File: config.mk
export PLATFORM = sky130hd
export DESIGN_NAME = rst_seq_sync
export DESIGN_NICKNAME = d
export VERILOG_FILES = /design/src/rtl/rst_seq_pkg.sv /design/src/rtl/rst_sync_chain.sv /design/src/rtl/rst_seq_sync.sv
export SDC_FILE = /design/constraint.sdc
export NUM_CORES = 1
export LEC_CHECK = 0
export ABC_AREA = 1
export CAP_MARGIN = 20
export CORE_MARGIN = 5
export CORE_UTILIZATION = 55
export DETAILED_ROUTE_END_ITERATION = 8
export MAX_ROUTING_LAYER = met4
export PLACE_DENSITY = 0.81
export SKIP_LAST_GASP = 1
export SYNTH_ARGS = -nofsm -noshare
export SYNTH_HDL_FRONTEND = slang
export SYNTH_SLANG_ARGS = --single-unit
File: constraint.sdc
create_clock -name clk -period 1.7 [get_ports clk]
set_input_delay 0.51 -clock clk [delete_from_list [all_inputs] [get_ports clk]]
set_output_delay 0.51 -clock clk [all_outputs]
set_load 0.03 [all_outputs]
File: src/rtl/rst_seq_pkg.sv
`default_nettype none
// ============================================================================
// Module   : rst_seq_pkg
// Brief    : Shared state encoding and width helper for the reset sequencer.
// Revision : 1.0
// ============================================================================
package rst_seq_pkg;

    typedef enum logic [1:0] {
        HOLD    = 2'b00,
        STRETCH = 2'b01,
        GAP     = 2'b10,
        DONE    = 2'b11
    } state_e;

    function automatic int clog2(input int value);
        int result;
        int v;
        result = 0;
        v      = value - 1;
        while (v > 0) begin
            result = result + 1;
            v      = v >> 1;
        end
        return result;
    endfunction

endpackage
`default_nettype wire

File: src/rtl/rst_sync_chain.sv
`default_nettype none
// ============================================================================
// Module   : rst_sync_chain
// Brief    : Async-assert, synchronous-release reset synchroniser chain.
// Revision : 1.0
// ============================================================================
module rst_sync_chain #(
    parameter int STAGES = 2
) (
    input  logic clk,
    input  logic rst,
    output logic sync_ok
);

    logic [STAGES-1:0] chain_q;

    always_ff @(posedge clk or posedge rst) begin
        if (rst) begin
            chain_q <= '0;
        end else begin
            chain_q <= {chain_q[STAGES-2:0], 1'b1};
        end
    end

    assign sync_ok = chain_q[STAGES-1];

endmodule
`default_nettype wire

File: src/rtl/rst_seq_sync.sv
`default_nettype none
// ============================================================================
// Module   : rst_seq_sync
// Brief    : Reset synchroniser plus stretch and staggered per-channel release.
// Revision : 1.0
// ============================================================================
module rst_seq_sync
    import rst_seq_pkg::*;
#(
    parameter int STAGES      = 2,
    parameter int NUM_CH      = 4,
    parameter int STRETCH_CYC = 16,
    parameter int GAP_CYC     = 8,
    parameter int CNT_W       = 8
) (
    input  logic              clk,
    input  logic              rst,
    input  logic              sw_rst_req,
    output logic [NUM_CH-1:0] rst_n_out,
    output logic              seq_busy,
    output logic              seq_done
);

    localparam int IDX_W = (NUM_CH > 1) ? clog2(NUM_CH) : 1;

    localparam logic [CNT_W-1:0] C_STRETCH_LAST = CNT_W'(STRETCH_CYC - 1);
    localparam logic [CNT_W-1:0] C_GAP_LAST     = CNT_W'(GAP_CYC - 1);
    localparam logic [IDX_W-1:0] C_LAST_IDX     = IDX_W'(NUM_CH - 1);

    logic              sync_ok;
    state_e            state_q, state_d;
    logic [CNT_W-1:0]  cnt_q,   cnt_d;
    logic [IDX_W-1:0]  idx_q,   idx_d;
    logic [NUM_CH-1:0] rst_n_q, rst_n_d;
    logic              busy_q,  busy_d;
    logic              done_q,  done_d;

    rst_sync_chain #(
        .STAGES (STAGES)
    ) u_sync (
        .clk     (clk),
        .rst     (rst),
        .sync_ok (sync_ok)
    );

    always_ff @(posedge clk or posedge rst) begin
        if (rst) begin
            state_q <= HOLD;
            cnt_q   <= '0;
            idx_q   <= '0;
            rst_n_q <= '0;
            busy_q  <= 1'b1;
            done_q  <= 1'b0;
        end else begin
            state_q <= state_d;
            cnt_q   <= cnt_d;
            idx_q   <= idx_d;
            rst_n_q <= rst_n_d;
            busy_q  <= busy_d;
            done_q  <= done_d;
        end
    end

    always_comb begin
        state_d = state_q;
        cnt_d   = cnt_q;
        idx_d   = idx_q;
        rst_n_d = rst_n_q;

        // Software request restarts the stretch, but only once the chain has released.
        if (sw_rst_req && (state_q != HOLD)) begin
            state_d = STRETCH;
            cnt_d   = '0;
            idx_d   = '0;
            rst_n_d = '0;
        end else begin
            case (state_q)
                HOLD: begin
                    if (sync_ok) begin
                        state_d = STRETCH;
                        cnt_d   = '0;
                    end
                end
                STRETCH: begin
                    if (cnt_q == C_STRETCH_LAST) begin
                        rst_n_d[0] = 1'b1;
                        cnt_d      = '0;
                        idx_d      = IDX_W'(1);
                        state_d    = (NUM_CH > 1) ? GAP : DONE;
                    end else begin
                        cnt_d = cnt_q + 1'b1;
                    end
                end
                GAP: begin
                    if (cnt_q == C_GAP_LAST) begin
                        rst_n_d[idx_q] = 1'b1;
                        cnt_d          = '0;
                        idx_d          = idx_q + 1'b1;
                        if (idx_q == C_LAST_IDX) begin
                            state_d = DONE;
                        end
                    end else begin
                        cnt_d = cnt_q + 1'b1;
                    end
                end
                default: begin
                end
            endcase
        end

        busy_d = ~&rst_n_d;
        done_d = &rst_n_d;
    end

    assign rst_n_out = rst_n_q;
    assign seq_busy  = busy_q;
    assign seq_done  = done_q;

endmodule
`default_nettype wire

==> metrics.txt, run 1 <==
Remaining DRCs=0; DRT iter0 DRCs=19; reg2reg setup slack=0.09 ns; Ys Warns=0; CTS Sinks=20; die footprint=between 0.003 and 0.004 mm2; standard-cell rows=17; WP buf/inv=1; pwr dens=1476 mW/mm2; syn_area_per_cell=between 7 and 8 um2; crit share post-route=95.09%; CTS Buffer Depth=2; Vias per Instance=4.896; I/O Pins=9; startpoint types=flip-flop; VDD IR max=0.9762 mV; total negative slack=0 ns; clock power share=12.8%; Layout Nets=198; Final Hold Fails=0; Synth area leader=dfrtp_1; H-Tree Depth=1; DR WL/cell=approximately 11 um; PortBufs=8; Worst EP arrival=1.11 ns; unrepaired setup endpoints after global routing=yes; cell leakage power=0.7868 nW; max capacitance violation total=0; largest net degree at the start of global routing=21; post-synth cell types=25; Final Cell Area=between 0.001 and 0.0015 mm2; clk_lat worst skew=0.31 ns; Switching Share=46.13%; HP Class=flip-flop to flip-flop; Placed Area=0.001391 mm2; status=completed; Worst-path clk slew=0.11 ns; cell family with most CP delay=buffers and inverters; post-DP HPWL=about 1800 um; post-synth top area share=38.00%; Multi-input gate area=around 660 um2; initial antenna violation count=0; # setup viols final=0; power share of the combinational group=a little under three fifths; TritonRoute pass-1 iters=4; Area growth syn-to-layout=17.30%; Worst Path Required=1.19 ns; Pint=around 1.2 mW; FF+latch count, synth=20; WS Path Type=flip-flop to primary output; Post-synth top flop=dfrtp_1; Die Y=57.70 um; Max Freq=618.6 MHz; All-Layer GR Usage=about 16%; Slew Limit Fails=0; post-synthesis cell count=165; first-pass GRT wire length=4140 um; layout cells sized above 1=18.48%; ANT cells=0; fill count=178; Post-DRT Antenna Nets=0; Post-Syn Area=0.001251 mm2; Synth area leaders=dfrtp_1 38%, nand2_1 12%, ha_1 10%; fin crit period=1.617 ns; total CTS buffers=3; net switching power=999.1 uW; Critical-path top delay cell=dlygate4sd2_1; core area=roughly 0.0022 mm2; sequential fraction of the synthesis area=40.10%; CP peak stage delay=0.41 ns; routability cong.=about 0.97; GR Overflow Total=0; async set-reset flop share out of synthesis=100.0%; sequential power share=between 20% and 30%; vias in the first global route=970; hold buffer count at CTS=0; die width=57.70 um; Crit Path Max Fanout=3; cells along the critical path=dlygate4sd2_1; WL final=2419 um; syn_nets=178; Clock Skew=0.004906 ns; Worst Setup End Kind=primary output; Starting Density=57.11%; CTS tree=built; FF/Latch Area=503.0 um2; Via Count=1038; Clock Tree Root=clkbuf_4; Post-synth EDFFs=0; Core Util, Final=between 60% and 70%
[metal layers]
metal  vias up  track usage [%]  part of all wire, %
met5         -                -                    0
met4         0            3.974                  1.0
met3         4            4.009                  4.5
met2        20            26.61                   51
met1       467            20.03                   43
li1        547                -                    -
[layout make-up]
| cell class | count | share of cell area, % |
|---|---|---|
| Sequential cell | 20 | 34.27 |
| Tap cell | 28 | 2.387 |
| Timing Repair Buffer | 16 | 8.781 |
| Inverter | 29 | 7.417 |
| Clock buffer | 4 | 2.472 |
| Multi-Input combinational cell | 115 | 44.67 |
[flip-flops by register name, indices dropped and copies added (netlist names)]
name,count
seq_busy,1
cnt_q,8
idx_q,2
state_q,2
seq_done,1
rst_n_out,4
u_sync.chain_q,2
[Yosys cell counts (2+ instances only)]
cell,count
dfrtp_1,19
o21ai_0,5
inv_2,2
ha_1,10
inv_1,27
nand3_1,14
nor2_1,20
a21oi_1,7
nand2_1,39
nand2_2,5
nand4_1,3
[power groups by stage]
stage | Combinational, mW | Sequential (mW) | Clock, mW
after floorplan | 0.818 | 0.645 | 0
after global placement | 1.05 | 0.639 | 0
after detailed placement | 1.09 | 0.647 | 0
after CTS | 1.09 | 0.637 | 0.287
after global routing | 1.39 | 0.655 | 0.307
final | 1.25 | 0.642 | 0.278
[stage by stage]
stage          instances  setup slack (ns)  power, mW  hold WS, ns
3_3_place_gp         204           -0.1252      1.685       0.3341
5_1_grt              212          -0.05866      2.357       0.3929
6_report             212           0.08342      2.166       0.3712
4_1_cts              208          -0.04969      2.016       0.3746
2_1_floorplan        165            0.2188      1.463       0.3312
3_5_place_dp         204           -0.1808      1.733       0.3395
[what timing repair did]
item / 4_1_cts / 5_1_grt
pin swaps: 0 / 1
endpoints found under the setup margin: 7 / 13
gates resized for setup: 7 / 8
hold endpoints to repair: 0 / 0
setup buffers: 0 / 4
[path summary, 6_finish.rpt]
| kind | startpoint | to | cells after the start |
|---|---|---|---|
| max in group asynchronous | rst | seq_busy | 3 |
| worst min-delay path | u_sync.chain_q[0] | u_sync.chain_q[1] | 0 |
| worst max-delay path | rst_n_out[0] | rst_n_out[0] | 1 |
| min in group asynchronous | rst | cnt_q[6] | 3 |
| worst min register to register | u_sync.chain_q[0] | u_sync.chain_q[1] | 0 |
| worst max register to register | state_q[0] | state_q[0] | 8 |
[placed cells by master (no fill, tap or decap), types with 2 or more instances in the layout]
cell type,count
nand2_1,39
inv_1,27
nor2_1,19
dfrtp_1,18
nand3_1,14
buf_4,8
a21oi_1,7
ha_1,7
o21ai_0,5
dlygate4sd2_1,5
nand2_2,4
nand4_1,3
ha_2,3
clkbuf_4,3
nand2_4,2
inv_2,2
nor2_4,2
clkdlybuf4s50_1,2
[cell families (layout without fill, tap and decap cells)]
family          Yosys count  after routing  synth area share, %
compound gates           18             18                9.400
xor+xnor                  1              1               0.7001
fa+ha+maj                10             10                10.00
buf+inv                  30             49                9.100
flops                    20             20                40.10
other cells               1              1               0.2997
simple gates             85             85                30.40
No activity file was read; power rests on OpenSTA's default activity.
==> inputs of run 2 (changes only) <==
--- a/config.mk
+++ b/config.mk
@@ -8,10 +8,10 @@
 export ABC_AREA = 1
 export CAP_MARGIN = 20
 export CORE_MARGIN = 5
-export CORE_UTILIZATION = 55
+export CORE_UTILIZATION = 30
 export DETAILED_ROUTE_END_ITERATION = 8
 export MAX_ROUTING_LAYER = met4
-export PLACE_DENSITY = 0.81
+export PLACE_DENSITY = 0.52
 export SKIP_LAST_GASP = 1
 export SYNTH_ARGS = -nofsm -noshare
 export SYNTH_HDL_FRONTEND = slang
==> metrics.txt, run 2 (synthesis gave the netlist of run 1 again) <==
status=completed; CTS Sinks=20 (unchanged); Post-DRT Antenna Nets=0 (unchanged); total CTS buffers=3 (unchanged); largest net degree at the start of global routing=21 (unchanged); initial antenna violation count=0 (unchanged); layout cells sized above 1=18.58% (+0.10 points); CP startpoint=cnt_q[1]; hold buffer count at CTS=0 (unchanged); Tot Pwr=2.259 mW (+4.3%); CTS Buffer Depth=2 (unchanged); Max Freq=633.3 MHz (+2.4%); crit share post-route=92.89% (-2.2 points); routability cong.=0.8039 (-17%); Fin Hold WS=0.3597 ns (-0.01155 ns); Area growth syn-to-layout=22.00%; fin crit period=1.579 ns (-0.03753 ns); max capacitance violation total=0 (unchanged); Layout Nets=197 (-0.51%); first-pass GRT wire length=4733 um (+14%); cells along the critical path=ha_2 > nand3_1 > o21bai_2 > nand2_2 > a21oi_4 > nor2_1; Clock Skew=0.001487 ns (-0.003419 ns); fill count=420 (+140%); unrepaired setup endpoints after global routing=no; most flop-heavy register=cnt_q; GR Overflow Total=0 (unchanged); standard-cell rows=23 (+6); core area=0.004029 mm2 (+84%); H-Tree Depth=1 (unchanged); WL final=2668 um (+10%); # setup viols final=0 (unchanged); Worst-path clk slew=0.07 ns (-0.04 ns); Worst Path Required=1.85 ns (+0.66 ns); CTS tree=built; hold path start=u_sync.chain_q[0]; commonest non-fill, non-tap cell in the layout=nand2_1; startpoint types=flip-flop; WS Path Type=flip-flop to flip-flop; ANT cells=0 (unchanged); cell family with most CP delay=compound AO/OA/AOI/OAI gates; post-DP HPWL=2125 um (+17%); Via Count=1047 (+0.87%); commonest cells after routing, fill and taps aside=39 x nand2_1, 27 x inv_1, 19 x nor2_1, 18 x dfrtp_1, 14 x nand3_1; Worst Setup End Kind=flip-flop; TritonRoute pass-1 iters=4 (unchanged); CP peak stage delay=0.40 ns (about the same); die footprint=0.005562 mm2 (+67%); Crit Path Max Fanout=5 (+2); die width=74.58 um (+29%); clk_lat worst skew=0.26 ns (-0.05 ns); max FFs per register=8 (unchanged); PortBufs=8 (unchanged); I/O Pins=9 (unchanged); All-Layer GR Usage=11.32% (-4.9 points); Critical-path top delay cell=dfrtp_1; Die Y=74.58 um (+29%); cell leakage power=0.7918 nW (+0.62%); DRT iter0 DRCs=58 (+39); Slew Limit Fails=0 (unchanged); WP buf/inv=0 (-1); Starting Density=31.06% (-26 points); Worst EP arrival=1.72 ns (+0.61 ns); pwr dens=1480 mW/mm2 (+0.27%); vias in the first global route=1121 (+16%); start of the worst register-to-register path=cnt_q[1]; Clock Tree Root=clkbuf_8; total negative slack=0 ns (unchanged); Final Hold Fails=0 (unchanged); Final Cell Area=0.001526 mm2 (+4.0%); Remaining DRCs=0 (unchanged); VDD IR max=0.6444 mV (-34%); HP Class=flip-flop to flip-flop; Vias per Instance=4.494 (-8.2%); DR WL/cell=11.45 um (+0.35%); Placed Area=0.001431 mm2 (+2.9%)
==> run 2: path summary, 6_finish.rpt <==
kind | to | slack (ns) | cells after the start
worst max register to register | cnt_q[5] | 0.12 | 6
max in group asynchronous | seq_busy | 0.85 | 3
worst min register to register | u_sync.chain_q[1] | 0.36 | 0
worst min-delay path | u_sync.chain_q[1] | 0.36 | 0
worst max-delay path | cnt_q[5] | 0.12 | 6
min in group asynchronous | rst_n_out[3] | 0.58 | 3
==> run 2: worst reg2reg max path, stage by stage (launching register included) <==
cell and delay (ns):
dfrtp_1 0.40, ha_2 0.26, nand3_1 0.16, o21bai_2 0.20
nand2_2 0.15, a21oi_4 0.22, nor2_1 0.07
==> run 2: power breakdown <==
part           switching, mW  internal (mW)
logic                  0.801          0.457
clock network          0.157          0.206
registers             0.0792          0.558
==> run 2: repair_timing <==
item,4_1_cts,5_1_grt
setup endpoints to repair,7,14
gates resized for setup,6,10
buffers inserted,0,1
hold endpoints to repair,0,0
==> run 2: final cells by class <==
class	instances	area [um2]	share of cell area, %
flip-flops and latches	20	503.0	32.95
inverters	29	111.4	7.295
well taps	50	62.56	4.098
clock buffers	4	55.05	3.607
multi-input cells	115	670.6	43.93
repair buffers	15	123.9	8.115
==> run 2: routing by layer <==
| layer | track usage, % | wire, um | vias up |
|---|---|---|---|
| met1 | 12.65 | 1226 | 486 |
| met2 | 18.34 | 1338 | 9 |
| li1 | - | - | 548 |
| met3 | 3.649 | 78 | 4 |
| met4 | 5.138 | 25 | 0 |
| met5 | - | 0 | - |
==> run 2: stage by stage <==
stage / worst slack, ns / std cells / utilization [%]
6_report: 0.1209 / 233 / 37.89
3_3_place_gp: -0.1784 / 228 / 35.53
4_1_cts: 0.004589 / 232 / 36.80
3_5_place_dp: -0.2112 / 228 / 35.53
5_1_grt: 0.01390 / 233 / 37.89
2_1_floorplan: 0.2188 / 165 / -
==> inputs of run 3 (changes only) <==
--- a/config.mk
+++ b/config.mk
@@ -12,7 +12,6 @@
 export DETAILED_ROUTE_END_ITERATION = 8
 export MAX_ROUTING_LAYER = met4
 export PLACE_DENSITY = 0.52
-export SKIP_LAST_GASP = 1
 export SYNTH_ARGS = -nofsm -noshare
 export SYNTH_HDL_FRONTEND = slang
 export SYNTH_SLANG_ARGS = --single-unit
==> results of run 3 <==
The final DEF is identical to that of run 2; final timing and power are the same.
